===== config.mk =====
export PLATFORM = sky130hd
export DESIGN_NAME = uart_tx_engine
export DESIGN_NICKNAME = d
export VERILOG_FILES = /design/src/rtl/uart_pkg.sv /design/src/rtl/uart_baud_counter.sv /design/src/rtl/uart_tx_engine.sv
export SDC_FILE = /design/constraint.sdc
export NUM_CORES = 1
export LEC_CHECK = 0
export ABC_CLOCK_PERIOD_IN_PS = 1700
export CAP_MARGIN = 20
export CELL_PAD_IN_SITES_DETAIL_PLACEMENT = 1
export CELL_PAD_IN_SITES_GLOBAL_PLACEMENT = 1
export CORE_UTILIZATION = 38
export CTS_BUF_LIST = sky130_fd_sc_hd__clkbuf_16
export DETAILED_ROUTE_END_ITERATION = 16
export PLACE_DENSITY = 0.86
export SYNTH_ARGS = -nofsm -noshare
export SYNTH_HDL_FRONTEND = slang
export SYNTH_HIERARCHICAL = 1
export SYNTH_SLANG_ARGS = --single-unit

===== constraint.sdc =====
create_clock -name clk -period 1.7 [get_ports clk]
set_input_delay 0.255 -clock clk [delete_from_list [all_inputs] [get_ports clk]]
set_output_delay 0.255 -clock clk [all_outputs]
set_load 0.01 [all_outputs]

===== src/rtl/uart_pkg.sv =====
// Shared UART definitions: FSM state encoding,
// parity-mode constants and a parity helper.
package uart_pkg;

  typedef enum logic [2:0] {
    ST_IDLE   = 3'd0,
    ST_FETCH  = 3'd1,
    ST_LOAD   = 3'd2,
    ST_START  = 3'd3,
    ST_DATA   = 3'd4,
    ST_PARITY = 3'd5,
    ST_STOP   = 3'd6
  } uart_state_e;

  localparam logic PAR_EVEN = 1'b0;
  localparam logic PAR_ODD  = 1'b1;

  localparam int MAX_DATA_BITS = 8;

  // Parity over a zero-extended payload; zeros
  // above the real width do not change the XOR.
  function automatic logic parity_of(
    input logic [MAX_DATA_BITS-1:0] d,
    input logic                     mode
  );
    return (^d) ^ (mode == PAR_ODD);
  endfunction

endpackage


===== src/rtl/uart_baud_counter.sv =====
// Bit-period timer: counts 0..CLKS_PER_BIT-1,
// flags the last cycle of each bit and wraps.
module uart_baud_counter #(
  parameter int CLKS_PER_BIT = 16
) (
  input  logic clk,
  input  logic rst,
  input  logic clear,
  output logic bit_tick
);

  localparam int W = $clog2(CLKS_PER_BIT);
  localparam logic [W-1:0] LAST = W'(CLKS_PER_BIT - 1);

  logic [W-1:0] r_cnt;

  assign bit_tick = (r_cnt == LAST);

  // count within a bit, wrap at the bit boundary
  always_ff @(posedge clk or posedge rst) begin
    if (rst) begin
      r_cnt <= '0;
    end else if (clear || bit_tick) begin
      r_cnt <= '0;
    end else begin
      r_cnt <= r_cnt + W'(1);
    end
  end

endmodule


===== src/rtl/uart_tx_engine.sv =====
// UART transmitter fed from a registered-read FIFO:
// fetch, load, then shift out start/data/parity/stop.
module uart_tx_engine
  import uart_pkg::*;
#(
  parameter int DATA_BITS    = 8,
  parameter int CLKS_PER_BIT = 16,
  parameter int PARITY_EN    = 0,
  parameter int PARITY_ODD   = 0,
  parameter int STOP_BITS    = 1
) (
  input  logic                 clk,
  input  logic                 rst,
  input  logic                 fifo_empty,
  input  logic [DATA_BITS-1:0] fifo_data,
  output logic                 fifo_rd_en,
  output logic                 tx,
  output logic                 busy,
  output logic                 frame_done
);

  localparam int BW = $clog2(DATA_BITS + 1);

  localparam logic [BW-1:0] LAST_DATA =
    BW'(DATA_BITS - 1);
  localparam logic [BW-1:0] LAST_STOP =
    BW'(STOP_BITS - 1);

  localparam logic P_MODE =
    (PARITY_ODD != 0) ? PAR_ODD : PAR_EVEN;
  localparam logic HAS_PAR = (PARITY_EN != 0);

  uart_state_e r_state;
  uart_state_e w_next;

  logic [DATA_BITS-1:0] r_shift;
  logic [BW-1:0]        r_bit_cnt;
  logic                 r_par;
  logic                 r_armed;

  logic w_tick;
  logic w_clear;
  logic w_last_data;
  logic w_last_stop;
  logic w_tx;
  logic w_rd;
  logic w_busy;
  logic w_done;

  logic [MAX_DATA_BITS-1:0] w_data8;

  // zero-extend payload for the shared parity helper
  always_comb begin
    w_data8 = '0;
    w_data8[DATA_BITS-1:0] = fifo_data;
  end

  assign w_last_data = (r_bit_cnt == LAST_DATA);
  assign w_last_stop = (r_bit_cnt == LAST_STOP);

  // hold the bit timer at zero until the frame starts
  assign w_clear = (r_state == ST_IDLE)  ||
                   (r_state == ST_FETCH) ||
                   (r_state == ST_LOAD);

  uart_baud_counter #(
    .CLKS_PER_BIT (CLKS_PER_BIT)
  ) u_baud (
    .clk      (clk),
    .rst      (rst),
    .clear    (w_clear),
    .bit_tick (w_tick)
  );

  // one-cycle hold-off after reset before fetching
  always_ff @(posedge clk or posedge rst) begin
    if (rst) begin
      r_armed <= 1'b0;
    end else begin
      r_armed <= 1'b1;
    end
  end

  // state register
  always_ff @(posedge clk or posedge rst) begin
    if (rst) begin
      r_state <= ST_IDLE;
    end else begin
      r_state <= w_next;
    end
  end

  // next state and outputs, decoded from registers
  always_comb begin
    w_next = r_state;
    w_tx   = 1'b1;
    w_rd   = 1'b0;
    w_busy = 1'b1;
    w_done = 1'b0;
    unique case (r_state)
      ST_IDLE: begin
        w_busy = 1'b0;
        if (r_armed && !fifo_empty) begin
          w_next = ST_FETCH;
        end
      end
      ST_FETCH: begin
        w_rd   = 1'b1;
        w_next = ST_LOAD;
      end
      ST_LOAD: begin
        w_next = ST_START;
      end
      ST_START: begin
        w_tx = 1'b0;
        if (w_tick) begin
          w_next = ST_DATA;
        end
      end
      ST_DATA: begin
        w_tx = r_shift[0];
        if (w_tick && w_last_data) begin
          w_next = HAS_PAR ? ST_PARITY : ST_STOP;
        end
      end
      ST_PARITY: begin
        w_tx = r_par;
        if (w_tick) begin
          w_next = ST_STOP;
        end
      end
      ST_STOP: begin
        if (w_tick && w_last_stop) begin
          w_done = 1'b1;
          w_next = ST_IDLE;
        end
      end
      default: begin
        w_busy = 1'b0;
        w_next = ST_IDLE;
      end
    endcase
  end

  // payload shift register, bit/stop counter, parity
  always_ff @(posedge clk or posedge rst) begin
    if (rst) begin
      r_shift   <= '0;
      r_bit_cnt <= '0;
      r_par     <= 1'b0;
    end else begin
      case (r_state)
        ST_LOAD: begin
          r_shift   <= fifo_data;
          r_bit_cnt <= '0;
          r_par     <= parity_of(w_data8, P_MODE);
        end
        ST_DATA: begin
          if (w_tick) begin
            r_shift <= r_shift >> 1;
            if (w_last_data) begin
              r_bit_cnt <= '0;
            end else begin
              r_bit_cnt <= r_bit_cnt + BW'(1);
            end
          end
        end
        ST_STOP: begin
          if (w_tick) begin
            if (w_last_stop) begin
              r_bit_cnt <= '0;
            end else begin
              r_bit_cnt <= r_bit_cnt + BW'(1);
            end
          end
        end
        default: begin
        end
      endcase
    end
  end

  assign tx         = w_tx;
  assign fifo_rd_en = w_rd;
  assign busy       = w_busy;
  assign frame_done = w_done;

endmodule


* Word level (Yosys, flattened, before mapping)
Index checks and enable logic that the tools add are counted.
** Word-level totals
- Register bits :: 21
- Bits of input ports :: 11
- Logic and storage cells :: 58
** Cells by class
- $add $sub $neg :: 2
- Equal/unequal tests :: 15
- Muxes and demuxes :: 19
- Reductions and logical operators :: 16
** Operators by type and width (count)
- 3-bit one-hot mux with 7 select lines :: 1
- 4-bit 2-to-1 mux :: 5
- 8-bit one-hot mux with 2 select lines :: 1
- 3-bit 2-to-1 mux :: 5
- 4-bit one-hot mux with 3 select lines :: 1
- 2-bit by 1-bit inequality test with 1-bit output (second input constant) :: 5
- 3-bit == test (second input constant) :: 3
- 4-bit by 1-bit adder with 4-bit output (second input constant) :: 2
- 8-bit 2-to-1 mux :: 1
- 8-bit parity :: 1
- 3-bit by 2-bit == test with 1-bit output (second input constant) :: 2
- 6-bit OR reduction :: 1
- 5-bit AND reduction :: 1
- 4-bit by 3-bit == test with 1-bit output (second input constant) :: 1
- 4-bit == test (second input constant) :: 1
- 4-bit zero test :: 1
- 1-bit 2-to-1 mux :: 4
- 2-bit inequality test (second input constant) :: 2
- 3-bit by 1-bit == test with 1-bit output (second input constant) :: 1
- 1-bit logical AND :: 3
- 3-bit zero test :: 1
- 1-bit logical OR :: 3
- 1-bit one-hot mux with 3 select lines :: 1
- 3-bit AND reduction :: 1
- 4 further kinds :: 4

* Depth between registers and ports, before layout
- Word-level depth :: 5
- Depth in mapped cells :: 7
- Depth with buffers taken out :: 6

* By module
Netlist, hierarchy kept.
** By module, submodules not included
- uart_tx_engine :: instances 1, cells an instance 115, area each 1091.0 µm², seq. area each 425.4 µm²
- uart_baud_counter :: instances 1, cells an instance 14, area each 175.2 µm², seq. area each 100.1 µm²

* Worst setup path after synthesis
No wires, ideal clock.
- Path type :: reg-to-reg
- From :: register u_baud.r_cnt[0]
- To :: register r_state[0]
- Arrival time :: 1.608 ns
- Data required time :: 1.575 ns
- Setup slack :: -0.033 ns
- Stages on the path, launching flop included :: 7
- Period minus slack after synthesis :: 1.733 ns
- Path through :: dfrtp_1 > ha_1 > and3_4 > a211o_1 > o22ai_2 > a21oi_2 > mux2_4
** Between the ends
- Cells in the longest elaborated chain, start to end :: 4
- Elaborated cells between the ends (all ways) :: 8
** RTL lines
- start: declaration :: RTL line uart_baud_counter.sv:15 : logic [W-1:0] r_cnt;
- start signal: assignment :: RTL line uart_baud_counter.sv:26 : r_cnt <= r_cnt + W'(1);
- 4-bit == test (*) :: RTL line uart_baud_counter.sv:17 : assign bit_tick = (r_cnt == LAST);
- named net w_tick :: RTL line uart_tx_engine.sv:41 : logic w_tick;
- 1-bit logical AND (on tied branches) :: RTL line uart_tx_engine.sv:133, uart_tx_engine.sv:122
- 2-bit inequality test (no source line)
- 5-bit AND reduction (no source line) (*)
- end signal: assignment :: RTL line uart_tx_engine.sv:89 : r_state <= w_next;
- end: declaration :: RTL line uart_tx_engine.sv:33 : uart_state_e r_state;
Mark *: on every way through the listed nets, which the timed path passes. The rest lies on a longest branch.
A chain may end at the register's enable or synchronous reset.

* Worst setup path after layout
- From :: register u_baud.r_cnt[1]
- To :: register r_state[0]
Same word-level chain as after synthesis.

==> results.json <==
{
  "timing.critical_path.depth": 6,
  "post_drt_wl_per_cell_um": 15.51,
  "place_ws_ps": -38.81,
  "grt-busiest-layer": "met2",
  "count_of_buffers_from_port_buffering": 14,
  "fillers": 383,
  "net-switching-power_mw": 1.015,
  "detailed_place.area_sq_um": 1574,
  "syn_avg_cell_area_sq_um": 9.816,
  "path_clk_slew_ps": 60,
  "power.internal_mw": 1.678,
  "groute.layer.met2.usage_pct": 39.37,
  "layout.cells.most_common": "sky130_fd_sc_hd__buf_4",
  "worst_case_vdd_ir_drop_mv": 0.7164,
  "synthDominantAreaCellType": "sky130_fd_sc_hd__dfrtp_1",
  "async_reset_ff_share_pct": 100.0,
  "design_power_total_mw": 2.693,
  "insertedDiodeCount": 0,
  "setup_viol_count_final": 1,
  "cts_tree": "yes",
  "worstSetupStartpointType": "register",
  "antenna_found_initial": 0,
  "reg2regPathDepth": 6,
  "share_seq_of_total_power_pct": 29.0,
  "layout_common_cells": "sky130_fd_sc_hd__buf_4 (22), sky130_fd_sc_hd__dfrtp_1 (21), sky130_fd_sc_hd__nor2_1 (16)",
  "ys_dominant_reg_cell": "sky130_fd_sc_hd__dfrtp_1",
  "setup_repair_after_global_routing_missed_its_margin": "yes",
  "grt_pass1_vias": 1177,
  "grt_start_max_net_pins": 18,
  "syn_nets": 143,
  "critPathArrivalTime_ps": 1870,
  "min_path_type": "in2async",
  "starting_utilization_of_the_core_area_pct": 40.81,
  "post_layout_minimum_cycle_time_ps": 1736,
  "grtUsageMet1_pct": 23.38,
  "grt_first_pass_wirelength_mm": 5.395,
  "critical-path-max-stage-delay_ps": 390,
  "yosysUniqueCellTypes": 41,
  "row_count": 20,
  "critical_path.reg2reg.startpoint": "u_baud/r_cnt[1]",
  "yosysWarnings": 6,
  "final_antenna_net_count": 0,
  "gp_congestion": 0.8920,
  "first_pass_iters": 4,
  "ys_top_cells_by_area": "sky130_fd_sc_hd__dfrtp_1 (42%), sky130_fd_sc_hd__mux2i_1 (5.5%), sky130_fd_sc_hd__xnor2_1 (5.5%)",
  "cts_max_level": 1,
  "cellPowerDensity_nw_per_um2": 1576,
  "layout_setup_ws_ps": -35.82,
  "cts_hold_repair.buffers": 0,
  "die_y_um": 59.73,
  "yosys_register_bits": 21,
  "power_leakage_nw": 0.7922,
  "hold-worst-slack_ps": 208.4,
  "clock_path_buffers": 2,
  "post-dp-hpwl_mm": 2.372,
  "clock_latency_ps": 260,
  "netlist_instances": 129,
  "area_growth_pct": 34.98,
  "grt_total_usage_pct": 21.07,
  "cts_inserted_buffers": 3,
  "dr_total_vias": 1102,
  "yosys.area.top_type_share_pct": 41.50,
  "worst_r2r_dst": "r_state[0]",
  "die_w_um": 59.73,
  "drt_drc_violations_left": 0,
  "finalInstanceArea_sq_um": 1709,
  "timing.fmax_ghz": 0.5761,
  "design.portCount": 15,
  "gr-usage-met3_pct": 2.597,
  "power_frac_clock_pct": 18.4,
  "synthesis.area_sq_um": 1266,
  "path_class": "reg2reg",
  "post_drt_via_cell_ratio": 5.248,
  "post_route_cells_drive_above_1_share_pct": 28.92,
  "worstSetupEndpointType": "register",
  "critPathRequiredTime_ps": 1840,
  "synth_edf_count": 0,
  "critical_path.n_buffers_inverters": 0,
  "grt-ovfl-total": 0,
  "drtIter0Drc": 16,
  "design.die.area_sq_um": 3567,
  "finalCritPeriodShare_pct": 102.1,
  "critical_path.slowest_cell": "sky130_fd_sc_hd__dfrtp_1",
  "clock_skew_ps": 5.392,
  "setup.worst_path.end": "r_state[0]",
  "flop_to_flop_setup_slack_ps": -40,
  "cp_top_family": "compound AO/OA/AOI/OAI gates",
  "maxCapViolations": 0,
  "crit_chain": "ha_2, and3_4, a211o_1, o22ai_4, a21oi_2, mux2_4",
  "synth-seq-area-share_pct": 41.50,
  "hold_viol": 0,
  "run_status": "complete, but fails checks",
  "slew_violations": 0,
  "power.share.combinational_pct": 52.6,
  "worst-path-max-fanout": 4,
  "cts_root_buf": "sky130_fd_sc_hd__clkbuf_16",
  "layout.nets": 181,
  "cts_sinks": 21,
  "finalWirelength_mm": 3.257,
  "final_core_util_pct": 55.08,
  "failed_checks": "setup timing",
  "core-area_sq_um": 3103,
  "worstSetupStartpoint": "u_baud/r_cnt[1]",
  "switching_share_pct": 37.69
}
[power by group through the flow]
stage               clock network, mW  logic [mW]  registers (mW)
finish                          0.496        1.42           0.781
global route                    0.519        1.55           0.802
CTS                             0.506        1.39           0.782
detailed placement                  0        1.33           0.790
global placement                    0        1.25           0.773
floorplan                           0       0.901           0.754
[layout make-up]
type                       count  area (sq um)  share of cell area [%]
tap                           44         55.05                   3.221
multi-input combinational     95         699.4                   40.92
sequential                    21         525.5                   30.75
clock inverter                 1         3.754                  0.2196
clock buffer                   3         75.07                   4.392
inverter                       6         22.52                   1.318
timing repair buffer          40         327.8                   19.18
[logic make-up after synthesis]
group	Yosys count	share of synthesized area (%)
other	1	0.2962
adders and majority gates	3	2.965
muxes	8	6.719
and+or+nand+nor	40	17.69
xor gates and xnor gates	9	6.226
buffers and inverters	13	6.126
AOI/OAI and AO/OA	34	18.48
DFF	21	41.50
[what timing repair did]
item                                    4_1_cts  5_1_grt
pin swaps                                     4        4
endpoints found under the setup margin        6       10
buffers inserted                              2        1
hold endpoints to repair                      0        0
cloned                                        0        1
gates resized for setup                      14       10
[synth_stat cells, drive strengths merged, types with 3 or more instances]
| cell type | n |
|---|---|
| dfrtp | 21 |
| nor2 | 16 |
| a21oi | 14 |
| xnor2 | 8 |
| mux2i | 7 |
| buf | 6 |
| inv | 6 |
| o21ai | 6 |
| nand2 | 4 |
| nor3b | 4 |
| a21o | 3 |
| ha | 3 |
| nand2b | 3 |
| nand3b | 3 |
[how the worst min path moves through the flow]
stage	startpoint	endpoint	slack, ps	depth (start not counted)
detailed placement	rst	u_baud/r_cnt[2]	490	2
global route	rst	u_baud/r_cnt[3]	240	2
global placement	rst	u_baud/r_cnt[2]	480	2
floorplan	rst	u_baud/r_cnt[0]	20	1
finish	rst	u_baud/r_cnt[1]	210	2
CTS	rst	u_baud/r_cnt[1]	210	2
[per-stage QoR]
stage / cells / setup TNS [ps]
2_1_floorplan: 129 / 0
3_3_place_gp: 202 / 0
3_5_place_dp: 202 / -73.55
4_1_cts: 208 / -23.55
5_1_grt: 210 / -145.1
6_report: 210 / -35.82
[state kept, by name (all words and copies together) (netlist names)]
name          cells
r_shift           8
r_bit_cnt         4
u_baud/r_cnt      4
r_state           3
r_armed           1
r_par             1
[per-layer routing]
layer	part of all wire, %	up-vias
li1	-	522
met1	39	543
met2	55	28
met3	3.5	9
met4	3.0	0
met5	0	-
No activity file was read; power rests on OpenSTA's default activity.
